`config.mk`:
```
export PLATFORM = sky130hd
export DESIGN_NAME = wb_rr_arbiter
export DESIGN_NICKNAME = d
export VERILOG_FILES = /design/src/rtl/wb_rr_arbiter.sv
export SDC_FILE = /design/constraint.sdc
export NUM_CORES = 1
export LEC_CHECK = 0
export CORE_MARGIN = 2
export CORE_UTILIZATION = 37
export DETAILED_ROUTE_END_ITERATION = 8
export PLACE_DENSITY = 0.86
export SYNTH_ARGS = -nofsm -noshare
export SYNTH_HDL_FRONTEND = slang
export SYNTH_SLANG_ARGS = --single-unit
```
`constraint.sdc`:
```
create_clock -name clk -period 3.8 [get_ports clk]
set_input_delay 0.38 -clock clk [delete_from_list [all_inputs] [get_ports clk]]
set_output_delay 0.38 -clock clk [all_outputs]
set_load 0.005 [all_outputs]
```
`src/rtl/wb_rr_arbiter.sv`:
```
// Round-robin Wishbone arbiter: N masters share one registered slave port.
// The grant is held for a whole bus cycle, and a watchdog ends a cycle the slave never acks.
module wb_rr_arbiter #(
    parameter int N_MASTERS = 2,
    parameter int AW        = 16,
    parameter int DW        = 32,
    parameter int TO_WIDTH  = 8
) (
    input  logic                    clk,
    input  logic                    rst,
    input  logic [N_MASTERS*AW-1:0] m_addr,
    input  logic [N_MASTERS*DW-1:0] m_wdata,
    input  logic [N_MASTERS-1:0]    m_we,
    input  logic [N_MASTERS-1:0]    m_cyc,
    output logic [N_MASTERS-1:0]    m_ack,
    output logic [N_MASTERS-1:0]    m_err,
    output logic [DW-1:0]           m_rdata,
    output logic [AW-1:0]           s_addr,
    output logic [DW-1:0]           s_wdata,
    output logic                    s_we,
    output logic                    s_cyc,
    input  logic                    s_ack,
    input  logic [DW-1:0]           s_rdata
);

    localparam int                 PW     = (N_MASTERS > 1) ? $clog2(N_MASTERS) : 1;
    localparam logic [PW-1:0]      LAST   = PW'(N_MASTERS - 1);
    localparam logic [TO_WIDTH-1:0] TO_MAX = '1;

    typedef enum logic {IDLE, BUSY} state_t;

    state_t              r_state, w_state_nxt;
    logic [PW-1:0]       r_ptr, r_grant, w_pick, w_idx;
    logic                w_found, w_ack, w_timeout, w_abort;
    logic [TO_WIDTH-1:0] r_cnt;
    logic [AW-1:0]       r_s_addr;
    logic [DW-1:0]       r_s_wdata;
    logic                r_s_we, r_s_cyc;

    function automatic logic [PW-1:0] f_inc(input logic [PW-1:0] v);
        return (v == LAST) ? '0 : v + PW'(1);
    endfunction

    // r_ptr is the first master searched, i.e. the one after the last grant.
    always_comb begin
        // NOTE: every combinational output gets a default before any branch, so no latch is inferred.
        w_found = 1'b0;
        w_pick  = r_ptr;
        w_idx   = r_ptr;
        for (int i = 0; i < N_MASTERS; i++) begin
            if (!w_found && m_cyc[w_idx]) begin
                w_found = 1'b1;
                w_pick  = w_idx;
            end
            w_idx = f_inc(w_idx);
        end
    end

    always_comb begin
        w_state_nxt = r_state;
        w_ack       = 1'b0;
        w_timeout   = 1'b0;
        w_abort     = 1'b0;
        m_ack       = '0;
        m_err       = '0;
        m_rdata     = '0;
        case (r_state)
            IDLE: if (w_found) w_state_nxt = BUSY;
            BUSY: begin
                // A master that has dropped cyc is no longer listening, so it gets no ack.
                if (!m_cyc[r_grant]) begin
                    w_abort = 1'b1;
                end else if (s_ack) begin
                    w_ack            = 1'b1;
                    m_ack[r_grant]   = 1'b1;
                    m_rdata          = s_rdata;
                end else if (r_cnt == TO_MAX) begin
                    w_timeout        = 1'b1;
                    m_ack[r_grant]   = 1'b1;
                    m_err[r_grant]   = 1'b1;
                    m_rdata          = '1;
                end
                if (w_abort || w_ack || w_timeout) w_state_nxt = IDLE;
            end
            default: w_state_nxt = IDLE;
        endcase
        if (rst) begin
            m_ack   = '0;
            m_err   = '0;
            m_rdata = '0;
        end
    end

    // NOTE: sequential state uses non-blocking assignments so every register samples pre-edge values.
    always_ff @(posedge clk) begin
        if (rst) r_state <= IDLE;
        else     r_state <= w_state_nxt;
    end

    always_ff @(posedge clk) begin
        if (rst) begin
            r_ptr     <= '0;
            r_grant   <= '0;
            r_cnt     <= '0;
            r_s_addr  <= '0;
            r_s_wdata <= '0;
            r_s_we    <= 1'b0;
            r_s_cyc   <= 1'b0;
        end else begin
            case (r_state)
                IDLE: begin
                    r_cnt <= '0;
                    if (w_found) begin
                        r_grant   <= w_pick;
                        r_s_addr  <= m_addr[w_pick*AW +: AW];
                        r_s_wdata <= m_wdata[w_pick*DW +: DW];
                        r_s_we    <= m_we[w_pick];
                        r_s_cyc   <= 1'b1;
                    end
                end
                BUSY: begin
                    r_cnt <= r_cnt + 1'b1;
                    if (w_state_nxt == IDLE) begin
                        r_s_cyc <= 1'b0;
                        r_ptr   <= f_inc(r_grant);
                    end
                end
                default: r_s_cyc <= 1'b0;
            endcase
        end
    end

    assign s_addr  = r_s_addr;
    assign s_wdata = r_s_wdata;
    assign s_we    = r_s_we;
    assign s_cyc   = r_s_cyc;

endmodule

```
Yosys cells after proc, flatten, opt, wreduce, memory -nomap -nowiden. Cells that the tools add are included.

Eq/ne operators: 3. Shifts and indexed selects: 2. Muxes and demuxes: 45. Bitwise logic cells: 2. Magnitude comparators: 5. Reduce and logical (&&, ||, !) cells: 8. $add $sub $neg: 3.

Operators by type and width (count): $mux 32 (5); $shiftx 64x7->32 (1); $shiftx 32x6->16 (1); $mux 1 (27); $mux 2 (9); $pmux 8 s2 (1); $add 8x1->8 const B (1); $eq 8x8->1 const B (1); $lt 1x2->1 const B (4); $reduce_and 2->1 (3); $ne 2x2->1 const B (2); $pmux 1 s2 (2); $add 1x1->1 const B (2); $logic_and 1x1->1 (2); $logic_or 1x1->1 (2); $not 1->1 (2); $demux 1 s1 (1); $ge 1x1->1 const B (1); $logic_not 1->1 (1).

Input bits: 135. Register bits: 61. Output and inout port bits: 86. Logic and storage cells: 76.

Logic depth before layout (Yosys ltp).
Depth after elaboration: 10. Gate-level depth with buffers: 6. Depth with buffers taken out: 5.

Worst setup path before layout. OpenSTA, ideal clock, no wires.

Path type: reg2out. Start: reg r_cnt[0]. End: out m_rdata[10]. Path buffers: 1. Stages on the path, launching flop included: 7. Slack: 2.039 ns. Arrival: 1.381 ns. Cell sequence: dfxtp_1 -> ha_1 -> nand4_1 -> nor2_1 -> o211ai_1 -> buf_2 -> a21oi_1.

Word-level cells in the longest chain between the ends: 6.

Ends and longest elaborated chain: start: declaration (RTL line 35) `logic [TO_WIDTH-1:0] r_cnt;`; start signal: assignment (RTL line 122) `r_cnt <= r_cnt + 1'b1;`; $eq 8x8->1 (RTL line 77) `end else if (r_cnt == TO_MAX) begin`; $mux 32 (RTL line 77); $mux 32 (RTL line 73) `end else if (s_ack) begin`; $mux 32 (RTL line 71) `if (!m_cyc[r_grant]) begin`; $mux 32 (RTL line 67) `case (r_state)`; $mux 32 (RTL line 87) `if (rst) begin`; end: declaration (RTL line 17) `output logic [DW-1:0] m_rdata,`.

Every way passes these cells.

Final worst setup path.
Start: reg r_cnt[0]. End: out m_rdata[13].

Same word-level chain as after synthesis.

==> results.md <==
- Synth cell types: 30
- Proportion of layout cells with a drive suffix above 1: 0.0406
- Syn_area_per_cell: 8.41 sq um
- Final instance area: ~0.0054 sq mm
- Yosys top cell area share: 0.406
- Post-CTS Setup Bufs: 0
- Pwr dens: 331 mW/mm^2
- CTS Hold Bufs: 0
- Least-Margin Pin Slew: approximately 0.83 ns
- Max-cap violations: 0
- Synth Register Bits: 61
- Cell taking the most area after synthesis: dfxtp_1
- Worst Path Max Fanout: 32
- Port buffer count: 220
- Clk Latency, worst-skew pair: about 0.33 ns
- # clock sinks: 61
- GPL Wtd Cong: 0.815
- Critical path launch point type: flop
- Critical Path Sink Type: primary output
- WS Path Type: reg2out
- Hold_sp: rst
- Status: complete, no violations
- Pre-CTS setup slack: 1.15 ns
- Clk pin slew, worst setup/hold paths: 0.06 ns
- FF-to-FF setup slack: about 2.1 ns
- Starting density of the core: 0.386
- Core area: about 0.0078 sq mm
- Tcrit/Tclk final: 0.759
- Reg-to-Reg Start: r_cnt[0]
- Number of global-route vias before repair: 3,189
- Post-route setup slack: between 0.9 and 1 ns
- Syn Nets: 494
- Die width: 94.2 microns
- # IOs: 221
- Warnings, synthesis: 0
- TNS Setup: 0 ns
- Vias per cell: ~4.9
- Final min period: 2.88 ns
- Wirelength, routed: 9.77 mm
- Total grt overflow: 0
- Filler cell count: 614
- ANT cells: 0
- Register Area: 0.00122 sq mm
- Sequential share of the synthesized area: 0.406
- Worst Path Arrival: 2.50 ns
- Slew HR: 0.444
- Slowest stage delay, CP: 0.54 ns
- Crit path required time: 3.42 ns
- Top-count cell post-synth: nor2_1
- Synth async-reset ratio: 0
- CTS HTree Levels: 3
- Post-CTS Resized: 0
- Peak VDD IR: 0.203 mV
- Top area cells in the synthesized netlist: dfxtp_1 (41%), mux2i_1 (16%), a211oi_1 (12%), nor2_1 (8.2%), a21oi_1 (5.7%)
- Final ANT Viol Nets: 0
- Post-Syn Area: 0.00301 sq mm
- CTS Buf Count: 9
- CP cell instances: ha_1, nand4_1, nor2_1, o211ai_1, buf_4, a21oi_1, clkdlybuf4s50_1
- Worst min path class: in2reg
- Unrepaired setup endpoints after global routing: no
- Syn Inst Count: 358
- Area taken by multi-input logic gates: 0.00152 sq mm
- Die height: 94.2 microns
- Ys flop type: dfxtp_1
- Drt drc: 0
- Rows: 32
- Highest Clock Rate: 347 MHz
- CP Launch Point: r_cnt[0]
- HPWL after DPL: 7.74 mm
- Clock tree buffer depth: 2
- Setup-failing EPs final: 0
- CP max-delay cell: clkdlybuf4s50_1
- Synth cell count leaders: nor2_1 (66), dfxtp_1 (61), a211oi_1 (49), mux2i_1 (49)
- DRT iter0 DRCs: 40
- Nets: 700
- Initial antenna violation count: 0
- CTS tree: built
- First-pass GRT wire length: 15.0 mm
- Vias post-DR: 3,251
- Clock Skews: between 0.009 and 0.01 ns
- Global-route usage over all layers: 0.216
- Placed insts: 655
- Final Hold Fails: 0
- CTS root buffer: clkbuf_8
- Fin cells: 668
- Leak: 2.17 nW
- Post-Place Cell Area: 0.00524 sq mm
- Drt wl/cell: roughly 15 microns
- Post-synth EDFFs: 0
- Synthesis-to-layout area growth: 80.1%
- Pre-Repair DR Iteration Count: 4
- Slew Viols, Final: 0
- Die area: a little under 0.009 sq mm
- Largest net degree at the start of global routing: just over 80
[state kept, by name, indices dropped and copies added, names as in the netlist]
signal and flops:
s_cyc 1, r_state 1, r_cnt 8, r_ptr 1
r_grant 1, s_addr 16, s_we 1, s_wdata 32
[where the power goes]
part           switching, mW  leakage (nW)  internal, mW  total, mW
clock network          0.224        0.0971         0.326      0.551
registers             0.0327         0.506         0.702      0.734
logic                  0.191          1.57         0.316      0.507
[final cells by class]
| type | instances | area share |
|---|---|---|
| Clock buffer | 11 | 0.0279 |
| Clock inverter | 2 | 0.00646 |
| Inverter | 35 | 0.0242 |
| Multi-Input combinational cell | 233 | 0.279 |
| Sequential cell | 61 | 0.225 |
| Tap cell | 102 | 0.0235 |
| Timing Repair Buffer | 224 | 0.413 |
[logic make-up after synthesis]
group	after synthesis	synth area share
XOR/XNOR	5	0.0145
AND/OR/NAND/NOR	86	0.117
flip-flops	61	0.406
multiplexers	50	0.167
buffers and inverters	64	0.0927
adder cells (fa/ha/maj)	2	0.00873
AO/OA/AOI/OAI	90	0.195
[worst max-delay path, delay by kind of cell, from the launching register on]
| family | cells | cell delay [ns] |
|---|---|---|
| buffers and inverters | 2 | 0.79 |
| AND/OR/NAND/NOR | 2 | 0.45 |
| AO/OA/AOI/OAI | 2 | 0.34 |
| flip-flops | 1 | 0.37 |
| adder cells (fa/ha/maj) | 1 | 0.23 |
[worst paths after layout]
path / to / cells past startpoint
setup / recovery: m_rdata[13] / 7
hold / removal: r_cnt[1] / 3
setup reg to reg: r_ptr / 5
hold reg to reg: r_cnt[0] / 1
[cells in the final DEF (no fill, tap or decap), drive strengths merged, types with 2 or more instances in the layout]
master,count
clkdlybuf4s50,219
nor2,67
dfxtp,61
mux2i,49
a211oi,49
inv,35
a21oi,34
clkbuf,11
nand2,5
buf,5
nand3,4
o21ai,3
xnor2,3
nor3,3
nand2b,2
o211ai,2
xor2,2
and2,2
[per-layer routing]
layer,share of wire,vias up,track usage
met3,0.12,21,0.0971
met5,0,-,0
met1,0.35,1423,0.214
met2,0.50,162,0.390
li1,-,1645,-
met4,0.026,0,0.0894
[per-stage QoR]
| step | utilization | power, mW | hold WS (ns) |
|---|---|---|---|
| finish | 0.694 | 1.79 | 0.442 |
| global route | 0.694 | 1.88 | 0.455 |
| CTS | 0.694 | 1.81 | 0.431 |
| detailed placement | 0.671 | 1.26 | 0.455 |
| global placement | 0.671 | 1.25 | 0.444 |
| floorplan | - | 0.957 | 0.430 |
(Power assumes the default switching activity.)
